### config.mk
export PLATFORM = sky130hd
export DESIGN_NAME = mem_port_arbiter
export DESIGN_NICKNAME = d
export VERILOG_FILES = /design/src/rtl/mem_port_arbiter.sv
export SDC_FILE = /design/constraint.sdc
export NUM_CORES = 1
export LEC_CHECK = 0
export ABC_AREA = 1
export CAP_MARGIN = 25
export CORE_MARGIN = 4
export CORE_UTILIZATION = 44
export CTS_CLUSTER_SIZE = 8
export DETAILED_ROUTE_END_ITERATION = 10
export PLACE_DENSITY = 0.85
export SLEW_MARGIN = 25
export SYNTH_ARGS = -nofsm -noshare
export SYNTH_HDL_FRONTEND = slang
export SYNTH_SLANG_ARGS = --single-unit
export TNS_END_PERCENT = 10
### constraint.sdc
create_clock -name clock -period 2.3 [get_ports clock]
set_input_delay 0.69 -clock clock [delete_from_list [all_inputs] [get_ports clock]]
set_output_delay 0.69 -clock clock [all_outputs]
set_load 0.02 [all_outputs]
### src/rtl/mem_port_arbiter.sv
// mem_port_arbiter: two-requester (fetch / data) arbiter onto one single-outstanding memory port.
// Ports: clock, reset (sync, active-low);
//   fetch side  if_req, if_addr -> if_rdata, if_valid, stall_if;
//   data side   mem_rd, mem_wr, mem_addr, mem_wdata -> mem_rdata, mem_valid, stall_mem;
//   memory side mreq, mwe, maddr, mwdata -> mrdata, mready; proto_err (sticky rd+wr collision).
module mem_port_arbiter #(
  parameter int ADDR_W = 32,
  parameter int DATA_W = 32,
  parameter int MAX_STREAK = 4
) (
  input  logic              clock,
  input  logic              reset,
  input  logic              if_req,
  input  logic [ADDR_W-1:0] if_addr,
  input  logic              mem_rd,
  input  logic              mem_wr,
  input  logic [ADDR_W-1:0] mem_addr,
  input  logic [DATA_W-1:0] mem_wdata,
  output logic [DATA_W-1:0] if_rdata,
  output logic [DATA_W-1:0] mem_rdata,
  output logic              if_valid,
  output logic              mem_valid,
  output logic              stall_if,
  output logic              stall_mem,
  output logic              mreq,
  output logic              mwe,
  output logic [ADDR_W-1:0] maddr,
  output logic [DATA_W-1:0] mwdata,
  input  logic [DATA_W-1:0] mrdata,
  input  logic              mready,
  output logic              proto_err
);
  localparam logic [1:0] IDLE = 2'd0, BUSY_IF = 2'd1, BUSY_MEM = 2'd2;
  localparam logic [2:0] STREAK_MAX = 3'(MAX_STREAK);
  logic [1:0] state;
  logic [2:0] streak;
  logic memReq, memWins;
  assign memReq = mem_rd | mem_wr;
  // the data stage wins ties until it has starved a waiting fetch MAX_STREAK times in a row
  assign memWins = memReq && !(if_req && streak == STREAK_MAX);
  assign stall_if = if_req && !if_valid;
  assign stall_mem = memReq && !mem_valid;
  always_ff @(posedge clock) begin
    if (!reset) begin
      state <= IDLE;
      streak <= '0;
      mreq <= 1'b0;
      mwe <= 1'b0;
      maddr <= '0;
      mwdata <= '0;
      if_rdata <= '0;
      mem_rdata <= '0;
      if_valid <= 1'b0;
      mem_valid <= 1'b0;
      proto_err <= 1'b0;
    end else begin
      if_valid <= 1'b0;
      mem_valid <= 1'b0;
      if (mem_rd && mem_wr) proto_err <= 1'b1;
      if (state == IDLE) begin
        if (memWins) begin
          state <= BUSY_MEM;
          mreq <= 1'b1;
          maddr <= mem_addr;
          mwe <= mem_wr;
          mwdata <= mem_wdata;
          streak <= !if_req ? 3'd0 : (streak == STREAK_MAX ? streak : streak + 3'd1);
        end else if (if_req) begin
          state <= BUSY_IF;
          mreq <= 1'b1;
          mwe <= 1'b0;
          maddr <= if_addr;
          streak <= '0;
        end
      end else if (mready) begin
        state <= IDLE;
        mreq <= 1'b0;
        if (state == BUSY_IF) begin
          if_valid <= 1'b1;
          if_rdata <= mrdata;
        end else begin
          mem_valid <= 1'b1;
          // stores leave the last load result in place
          if (!mwe) mem_rdata <= mrdata;
        end
      end
    end
  end
endmodule

Word level (Yosys, flattened, before mapping)
Index checks and enable logic that the tools add are counted.
- memories: 0
- word-level logic and storage cells: 58
- input port bits: 134
- bits in read-only memories: 0
- latch bits: 0
- bits in writable memories: 0
- register bits: 138
- output and inout bits: 135
- divide/modulo/power cells: 0
- $add $sub $neg: 1
- eq/ne operators: 4
- shift operators: 0
- magnitude comparators: 0
- bitwise gates (word level): 6
- mux-type cells: 18
- reductions and logical operators: 18
- $mul: 0
- operators with widths (kind ; count):
    2-to-1 mux 32 bit ; 2
    2-to-1 mux 3 bit ; 4
    2-to-1 mux 1 bit ; 8
    2-to-1 mux 2 bit ; 4
    inequality test 3 bit, second input constant ; 2
    AND reduction 2 bit ; 3
    AND reduction 3 bit ; 2
    logical AND 1 bit ; 5
    inverter 1 bit ; 5
    AND reduction 4 bit ; 1
    nonzero test 2 bit ; 2
    adder 3 x 1 -> 3 bit, second input constant ; 1
    == test 3 bit, second input constant ; 1
    logical NOT 1 bit ; 3
    OR reduction 3 bit ; 1
    == test 2 x 1 -> 1 bit, second input constant ; 1
    logical NOT 2 bit ; 1
    OR 1 bit ; 1

Logic depth before layout (Yosys ltp)
Gate-level depths: netlist (run 1).
- depth in word-level cells: 6
- gate-level depth with buffers: 9
- gate-level depth less buffers: 8

Worst setup path before layout (run 1)
Ideal clock, no wire load.
- path kind: input-to-output
- start point: in if_req
- end point: out stall_if
- path buffers: 0
- setup slack: 0.583 ns
- stages: 2
- data arrival time: 1.027 ns
- cell sequence: inv_2 nor2_1
- word-level cells in the longest chain between the ends: 1
- RTL lines (item ; RTL line ; source):
    from (decl) ; 13 ; input logic if_req,
    logical AND 1 bit ; 41 ; assign stall_if = if_req && !if_valid;
    to (decl) ; 23 ; output logic stall_if,
No other way between the ends.

Final worst setup path (run 1)
Same ends and word-level chain as after synthesis.

==> reports/summary.md, run 1 <==
The run finished with clean final reports. Together, buffers and inverters on the worst path number 3. Endpoint kind of the worst setup timing path: a primary output.

The run gives 22 as the count of unique library cells instantiated by Yosys. The floorplan step defined a die boundary enclosing 14800 sq um. The worst endpoint required time is 1610 ps. The end-of-flow core utilization is 71.8%, and the cell area power density is 730 nW/um^2. The worst voltage drop across the vdd grid was 0.495 mV. In this run, CTS created clock tree buffers numbering 17.

The kind of critical path is input pin to primary output. The gate count of the mapped netlist was 769; the fraction of power spent switching nets was 27.3%. For the layout net count, the log shows 1164.

The total global routing track utilization came out at 25.6%. The switching component of the power was 1.80 mW; the top fanout value on the critical path was 2. The number of global-route vias before repair was 5890; the core box area was 12600 sq um.

The tools report the maximum number of pins on one net before global-route repair as 73. The number of max-cap violations came out at 0. The repair_antennas step left the layout with diodes totalling 0. The tools report the remaining routing DRC violations as 0. Walking the worst path, the cells encountered are clkdlybuf4s50_1, inv_2, nor2_1, buf_2. Among all stages on the critical path, the largest delay is contributed by sky130_fd_sc_hd__clkdlybuf4s50_1.

Port buffering added 268 buffers. Summing internal, switching and leakage power gives 6.62 mW. After global routing the overflow that remains totals 0. The maximum operating frequency was 438 MHz. The routed design could run at a clock period as short as 2280 ps.

The detailed router's first-iteration violation count is 398, and the clock tree buffer depth is 2. Kind of cell adding the most delay to the critical path: buffers and inverters. The part of the power in the clock network was 36.6%. The peak per-stage delay on the critical path is 560 ps, and the arrival time reported for the critical path endpoint is 1590 ps. The number of nets produced by synthesis came out at 905. The first global-routing pass estimated 29900 microns of wire. The analysis attributes to cell leakage a power of 3.95 nW. The tools report the element type at the critical path start as an input pin.

From left edge to right edge, the die measures 122 microns. Dividing the detail-routed wire length by the instance count gives 15.8 microns. The H-tree depth was 4.

For the TritonCTS sink count, the log shows 138. The tools report the max-slew violation count as 0. Each instance of the synthesized netlist takes up on average 7.38 sq um. In this run the clock root is driven by a sky130_fd_sc_hd__clkbuf_16. For the first-pass iteration count of the detailed router, the log shows 5. The number of flip-flops and latches in the synthesized netlist works out to 138. The run gives 48.7% as the sequential-to-total area share from yosys stat. Setup repair after global routing left no endpoint under its margin. Warning count from the yosys run: 0.

Once routing completed, OpenROAD measured the worst setup slack at 15.6 ps. The floorplan has 41 rows. The post-CTS setup buffer count is 0.

In this run the tightest slew margin relative to its limit is 56.7%. The clock slew seen by the registers of the worst setup and hold paths is 50 ps. Timing analysis after detailed placement gives a worst setup slack of -394 ps.

Setup violations remaining at the end of the flow were counted as 0. The count of nets left with antenna violations after detail routing was 0. The part of the total power dissipated in sequential elements is 40.5%, and the post-route clock period utilization is 99.3%.

Dividing the detail-routed via count by the number of cells gives 5.00. The die is 122 microns tall. The starting utilization of the core area was 44.9%; the initial antenna violation count was 0. The run gives 269 as the I/O pin count. The routed layout has 6040 vias.

In the final layout, the share of cells above drive strength 1 is 6.85%. Across the routed clock network, the largest skew measured is 5.95 ps. For the pin with the worst max-slew slack, the measured transition is 648 ps. Combinational share of power: 22.9%.

The clock reaches the later pin of the worst-skew pair after 410 ps. The post-synthesis cell area was 5670 sq um. The logs give 4.81 mW for the internal power consumption and 0.842 for the final estimated routing congestion in global placement. The type of the most critical hold path is register to register. TritonCTS built the clock tree.

The final hold violation count is 0, and the wire length reported by the detailed router is 19100 microns. After legalization and detailed placement, the total HPWL measured 13400 microns. The area growth from synthesis to layout is 59.8%.
[worst min-delay path, cell delays in order (launching register included)]
cell and delay, ps:
sky130_fd_sc_hd__dfxtp_1 310, sky130_fd_sc_hd__nand2_1 60, sky130_fd_sc_hd__a21oi_1 50
[power groups by stage]
stage	Sequential (mW)	Combinational, mW	Clock (mW)
floorplan	2.95	0.521	0
global placement	2.72	1.50	0
detailed placement	2.73	1.51	0
CTS	2.68	1.52	2.48
global route	2.70	1.64	2.59
finish	2.68	1.52	2.42
[final cells by class]
type / instances / area, sq um
flip-flops and latches: 138 / 2760
multi-input cells: 498 / 2300
clock buffers: 25 / 505
well taps: 172 / 215
fillers: 1016 / 3560
clock inverters: 3 / 15.0
inverters: 77 / 289
repair buffers: 296 / 2980
[cell usage after synthesis]
master,n,area [sq um]
sky130_fd_sc_hd__o21ai_1,1,5.00
sky130_fd_sc_hd__dfxtp_1,138,2760
sky130_fd_sc_hd__buf_2,18,90.1
sky130_fd_sc_hd__nand2_1,108,405
sky130_fd_sc_hd__buf_6,6,67.6
sky130_fd_sc_hd__buf_1,3,11.3
sky130_fd_sc_hd__nor2_4,2,22.5
sky130_fd_sc_hd__nand2_4,2,22.5
sky130_fd_sc_hd__buf_4,13,97.6
sky130_fd_sc_hd__inv_2,4,15.0
sky130_fd_sc_hd__inv_1,73,274
sky130_fd_sc_hd__nand3_4,1,17.5
sky130_fd_sc_hd__nand3_2,1,10.0
sky130_fd_sc_hd__ha_1,2,25.0
sky130_fd_sc_hd__nand3_1,68,340
sky130_fd_sc_hd__clkbuf_1,16,60.1
sky130_fd_sc_hd__o21ai_0,64,320
sky130_fd_sc_hd__nor2_1,142,533
sky130_fd_sc_hd__nand4_1,34,213
sky130_fd_sc_hd__a21oi_4,1,16.3
sky130_fd_sc_hd__nand2_2,2,12.5
sky130_fd_sc_hd__a21oi_1,70,350
[path summary, 6_finish.rpt]
path / start / end / slack [ps] / cells after the start
worst max-delay path: if_req / stall_if / 20 / 4
worst min register to register: mwdata[19]$_SDFFE_PN0P_ / mwdata[19]$_SDFFE_PN0P_ / 460 / 2
worst max register to register: streak[0]$_SDFFE_PN0P_ / maddr[11]$_SDFFE_PN0P_ / 810 / 9
worst min-delay path: mwdata[19]$_SDFFE_PN0P_ / mwdata[19]$_SDFFE_PN0P_ / 460 / 2
[stage by stage]
step                      cells  TNS [ps]  hold WS, ps  area, sq um
after CTS                  1209         0          459         9060
after detailed placement   1181      -762          451         8550
final                      1209         0          459         9060
after global routing       1209         0          480         9060
after global placement     1181      -701          446         8550
after floorplan             769         0          468         5670
[flip-flops by register name (all words and copies together) (netlist names)]
register and cells:
maddr 32, state 2, mwe 1, mem_valid 1
mreq 1, mem_rdata 32, mwdata 32, if_rdata 32
streak 3, proto_err 1, if_valid 1
[what timing repair did]
item                                    CTS  global route
endpoints found under the setup margin    2             0
hold buffers                              0             0
gates resized for setup                   8             0
hold endpoints to repair                  0             0
[routing by layer]
| metal | wire, microns | GRT usage [%] |
|---|---|---|
| met5 | 0 | 0 |
| met1 | 7370 | 28.4 |
| met4 | 617 | 11.6 |
| met2 | 9280 | 43.4 |
| met3 | 1830 | 9.75 |
[layout by cell type, fill, tap and decap left out]
cell,synthesis,final
sky130_fd_sc_hd__clkdlybuf4s50_1,0,265
sky130_fd_sc_hd__nor2_1,142,140
sky130_fd_sc_hd__dfxtp_1,138,138
sky130_fd_sc_hd__nand2_1,108,108
sky130_fd_sc_hd__inv_1,73,73
sky130_fd_sc_hd__a21oi_1,70,70
sky130_fd_sc_hd__nand3_1,68,68
sky130_fd_sc_hd__o21ai_0,64,64
sky130_fd_sc_hd__nand4_1,34,34
sky130_fd_sc_hd__buf_4,13,20
sky130_fd_sc_hd__clkbuf_16,0,17
sky130_fd_sc_hd__buf_12,0,8
sky130_fd_sc_hd__clkbuf_8,0,5
sky130_fd_sc_hd__inv_2,4,4
sky130_fd_sc_hd__clkbuf_1,16,3
sky130_fd_sc_hd__clkinv_2,0,3
sky130_fd_sc_hd__buf_2,18,3
sky130_fd_sc_hd__nor2_4,2,2
sky130_fd_sc_hd__nor2_2,0,2
sky130_fd_sc_hd__nand2_4,2,2
sky130_fd_sc_hd__nand2_2,2,2
sky130_fd_sc_hd__ha_1,2,2
sky130_fd_sc_hd__nand3_2,1,1
sky130_fd_sc_hd__a21oi_4,1,1
sky130_fd_sc_hd__nand3_4,1,1
sky130_fd_sc_hd__o21ai_1,1,1
[cells by family (layout without fill, tap and decap cells)]
kind of cell             after synthesis  after routing  synth area share (%)
AO/OA/AOI/OAI                        136            136                  12.2
adder cells (fa/ha/maj)                2              2                 0.441
buffers and inverters                133            401                  10.9
flip-flops                           138            138                  48.7
AND/OR/NAND/NOR                      360            360                  27.8
Note: power is estimated with default switching activity, not from simulation.
==> run 2, diff against run 1 <==
- HOLD_SLACK_MARGIN: default -> 0.1
==> results of run 2 <==
The final DEF is identical to that of run 1; final timing and power are the same.
==> run 3, diff against run 2 <==
- CORE_ASPECT_RATIO: default -> 0.9
==> run 3 against run 2 <==
Compared with the run above:
- sequential share of layout area fell by 0.39 points
- combinational power is essentially flat
- first-iteration DRC count up 13%
- register-to-register slack got worse by 110 ps
- sequential power hardly changed
- sequential cell count is the same
- worst setup slack better by 60 ps
- worst hold slack gained 1.4 ps
- core utilization is 0.81 points higher
==> reports/summary.md, run 3 (synthesized netlist as in run 1, its figures left out) <==
The flow ran to the end, and the final reports show no timing, DRC or antenna violations. Kind of cell adding the most delay to the critical path: buffers and inverters (unchanged). The initial antenna violation count was 1 (was 0); the worst voltage drop across the vdd grid was 0.599 mV (was 0.495 mV). The count of cell instances traversed by the critical path was 4 (unchanged); the wire length reported by the detailed router was 19900 microns (was 19100 microns).

The via density per instance is 5.05 (was 5.00). The number of inserted filler cells in the final layout was 965 (was 1016). The worst hold path depth was 2 (unchanged); the half-perimeter wire length after placement was 13700 microns (was 13400 microns).

The tools report the final-layout setup total negative slack as 0 ps (unchanged). The number of I/O port buffers was 268 (unchanged). The area added between synthesis and finish was 61.9% (was 59.8%).

TritonCTS built the clock tree. The ratio of cells with drive above 1 in the final layout is 7.48% (was 6.85%). The number of buffers added by the clock tree synthesis step is 17 (unchanged), and the arrival time reported for the critical path endpoint is 1530 ps (was 1590 ps).

The total power draw is 7.12 mW (was 6.62 mW). The final design area excluding fillers is 9180 sq um (was 9060 sq um). The library cell contributing the largest single delay on the critical path is sky130_fd_sc_hd__clkdlybuf4s50_1 (unchanged).

The number of rows in the core area was 39 (was 41). The number of max-cap violations was 0 (unchanged); the clock slew seen by the registers of the worst setup and hold paths was 60 ps (was 50 ps). The type of the most critical hold path is register to register (unchanged).

Ordered list of cells on the worst path: clkdlybuf4s50_1, nor2_4, nor2_1, buf_2 (was clkdlybuf4s50_1, inv_2, nor2_1, buf_2). The peak per-stage delay on the critical path is 540 ps (was 560 ps), and the via count of the routed design is 6095 (was 6040). The logs give 26.2% (was 25.6%) for the total global routing track utilization and 0 (unchanged) for the post-CTS setup buffer count.

Endpoint kind of the worst setup timing path: a primary output (unchanged). The run gives 69.5% (was 56.7%) as the tightest slew margin relative to the limit. The total inserted antenna cells was 0 (unchanged). Maximum number of pins on one net before global-route repair: 73 (unchanged). Top library cells by usage in the layout, fill and taps aside: sky130_fd_sc_hd__clkdlybuf4s50_1 (265), sky130_fd_sc_hd__nor2_1 (140), sky130_fd_sc_hd__dfxtp_1 (138) (unchanged). The die span in x is 128 microns (was 122 microns), and the number of buffer and inverter instances along the worst setup path is 2 (was 3). The logs give 7.43 ps (was 5.95 ps) for the final worst clock skew and 450 MHz (was 438 MHz) for the maximum operating frequency. The final hold violation count came out at 0 (unchanged). The root buffer selected by CTS is sky130_fd_sc_hd__clkbuf_16 (unchanged).

The run gives 449 (was 398) as the detailed router's first-iteration violation count. The logs give 0 (unchanged) for the count of nets left with antenna violations after detail routing and 5958 (was 5890) for the number of global-route vias before repair. The H-tree depth came out at 4 (unchanged). The tools report the remaining routing DRC violations as 0 (unchanged). The standby leakage power was 4.00 nW (was 3.95 nW); the minimum clock period was 2220 ps (was 2280 ps). The TritonCTS sink count came out at 138 (unchanged). The run gives 269 (unchanged) as the I/O pin count.

The pin slew with the least headroom to its limit came out at 457 ps (was 648 ps). The residual overflow from global routing is 0 (unchanged), and the total die area is 14800 sq um (about the same). The cell area power density is 776 nW/um^2 (was 730 nW/um^2). For the area of placed instances, the log shows 8560 sq um (was 8550 sq um). The element type at the critical path start was an input pin (unchanged).

The clock tree buffer depth was 2 (unchanged). The top fanout value on the critical path was 2 (unchanged); the starting utilization of the core area was 44.9% (about the same). The first-pass iteration count of the detailed router was 5 (unchanged); the die extent in y was 116 microns (was 122 microns). The latest clock arrival within the worst-skew pair is 420 ps (was 410 ps), and the final setup violation count is 0 (unchanged). Setup repair after global routing left no endpoint under its margin. The post-route clock period utilization is 96.7% (was 99.3%), and the worst endpoint required time is 1610 ps (about the same). The max-slew violation count is 0 (unchanged). The kind of critical path is input pin to primary output (unchanged). The depth of the most critical reg-to-reg path is 9 (unchanged). Layout net count: 1166 (was 1164). The global-route wire length before repair is 30500 microns (was 29900 microns). The average detailed-routed wire length per instance was 16.5 microns (was 15.8 microns).

The final estimated routing congestion in global placement was 0.821 (was 0.842); the core box area was 12600 sq um (about the same). Most common cell after layout, fill and taps aside: sky130_fd_sc_hd__clkdlybuf4s50_1 (unchanged).
run 3: cell types whose count changed in the layout (fill, tap and decap cells not counted):
cell,before,now
sky130_fd_sc_hd__bufinv_16,0,4
sky130_fd_sc_hd__clkbuf_8,5,2
sky130_fd_sc_hd__clkinvlp_4,0,3
sky130_fd_sc_hd__buf_4,20,22
sky130_fd_sc_hd__clkbuf_1,3,1
sky130_fd_sc_hd__buf_2,3,2
sky130_fd_sc_hd__clkinv_2,3,4
sky130_fd_sc_hd__clkinv_4,0,1
sky130_fd_sc_hd__dlygate4sd2_1,0,1
run 3: report_power, final:
group | internal (mW) | total, mW | switching [mW]
combinational | 0.740 | 1.53 | 0.793
sequential | 2.58 | 2.69 | 0.102
clock | 1.86 | 2.90 | 1.04
total | 5.19 | 7.12 | 1.94
run 3: path summary, 6_finish.rpt:
| check | start | endpoint | slack (ps) |
|---|---|---|---|
| worst min register to register | mwdata[1]$_SDFFE_PN0P_ | mwdata[1]$_SDFFE_PN0P_ | 460 |
| worst max register to register | streak[0]$_SDFFE_PN0P_ | maddr[0]$_SDFFE_PN0P_ | 700 |
| worst max-delay path | mem_rd | stall_mem | 80 |
| worst min-delay path | mwdata[1]$_SDFFE_PN0P_ | mwdata[1]$_SDFFE_PN0P_ | 460 |
run 3: metrics by stage:
stage	cells	util [%]	hold WS (ps)	setup WS (ps)
5_1_grt	1207	72.6	476	25.6
6_report	1207	72.6	460	76.0
4_1_cts	1207	72.6	462	75.6
3_5_place_dp	1175	67.8	452	-385
3_3_place_gp	1175	67.8	446	-367
2_1_floorplan	769	-	468	583
run 3: final cells by class:
| type | count | area [sq um] | area share [%] |
|---|---|---|---|
| clock buffer | 20 | 457 | 4.97 |
| sequential | 138 | 2760 | 30.1 |
| multi-input combinational | 498 | 2300 | 25.0 |
| tap | 164 | 205 | 2.24 |
| inverter | 77 | 289 | 3.15 |
| timing repair buffer | 298 | 3000 | 32.6 |
| clock inverter | 12 | 171 | 1.87 |
run 3: metal layers:
metal	vias to the layer above	wire, microns	GRT usage (%)
li1	3003	-	-
met1	2781	7530	29.5
met2	262	9690	44.3
met3	47	2040	11.1
met4	2	601	10.5
met5	-	12	0
run 3: timing repair:
action                                  in CTS  in global routing
hold buffers                                 0                  0
gates resized for setup                      9                  0
endpoints found under the setup margin       2                  0
run 3: worst register-to-register path, cell delays in order, from the launching register on:
cell	delay, ps
sky130_fd_sc_hd__dfxtp_1	350
sky130_fd_sc_hd__inv_1	70
sky130_fd_sc_hd__ha_1	210
sky130_fd_sc_hd__nand3_2	230
sky130_fd_sc_hd__nand2_2	120
sky130_fd_sc_hd__buf_4	200
sky130_fd_sc_hd__nand2_1	70
sky130_fd_sc_hd__nand3_1	110
sky130_fd_sc_hd__nand2_1	90
sky130_fd_sc_hd__inv_1	30
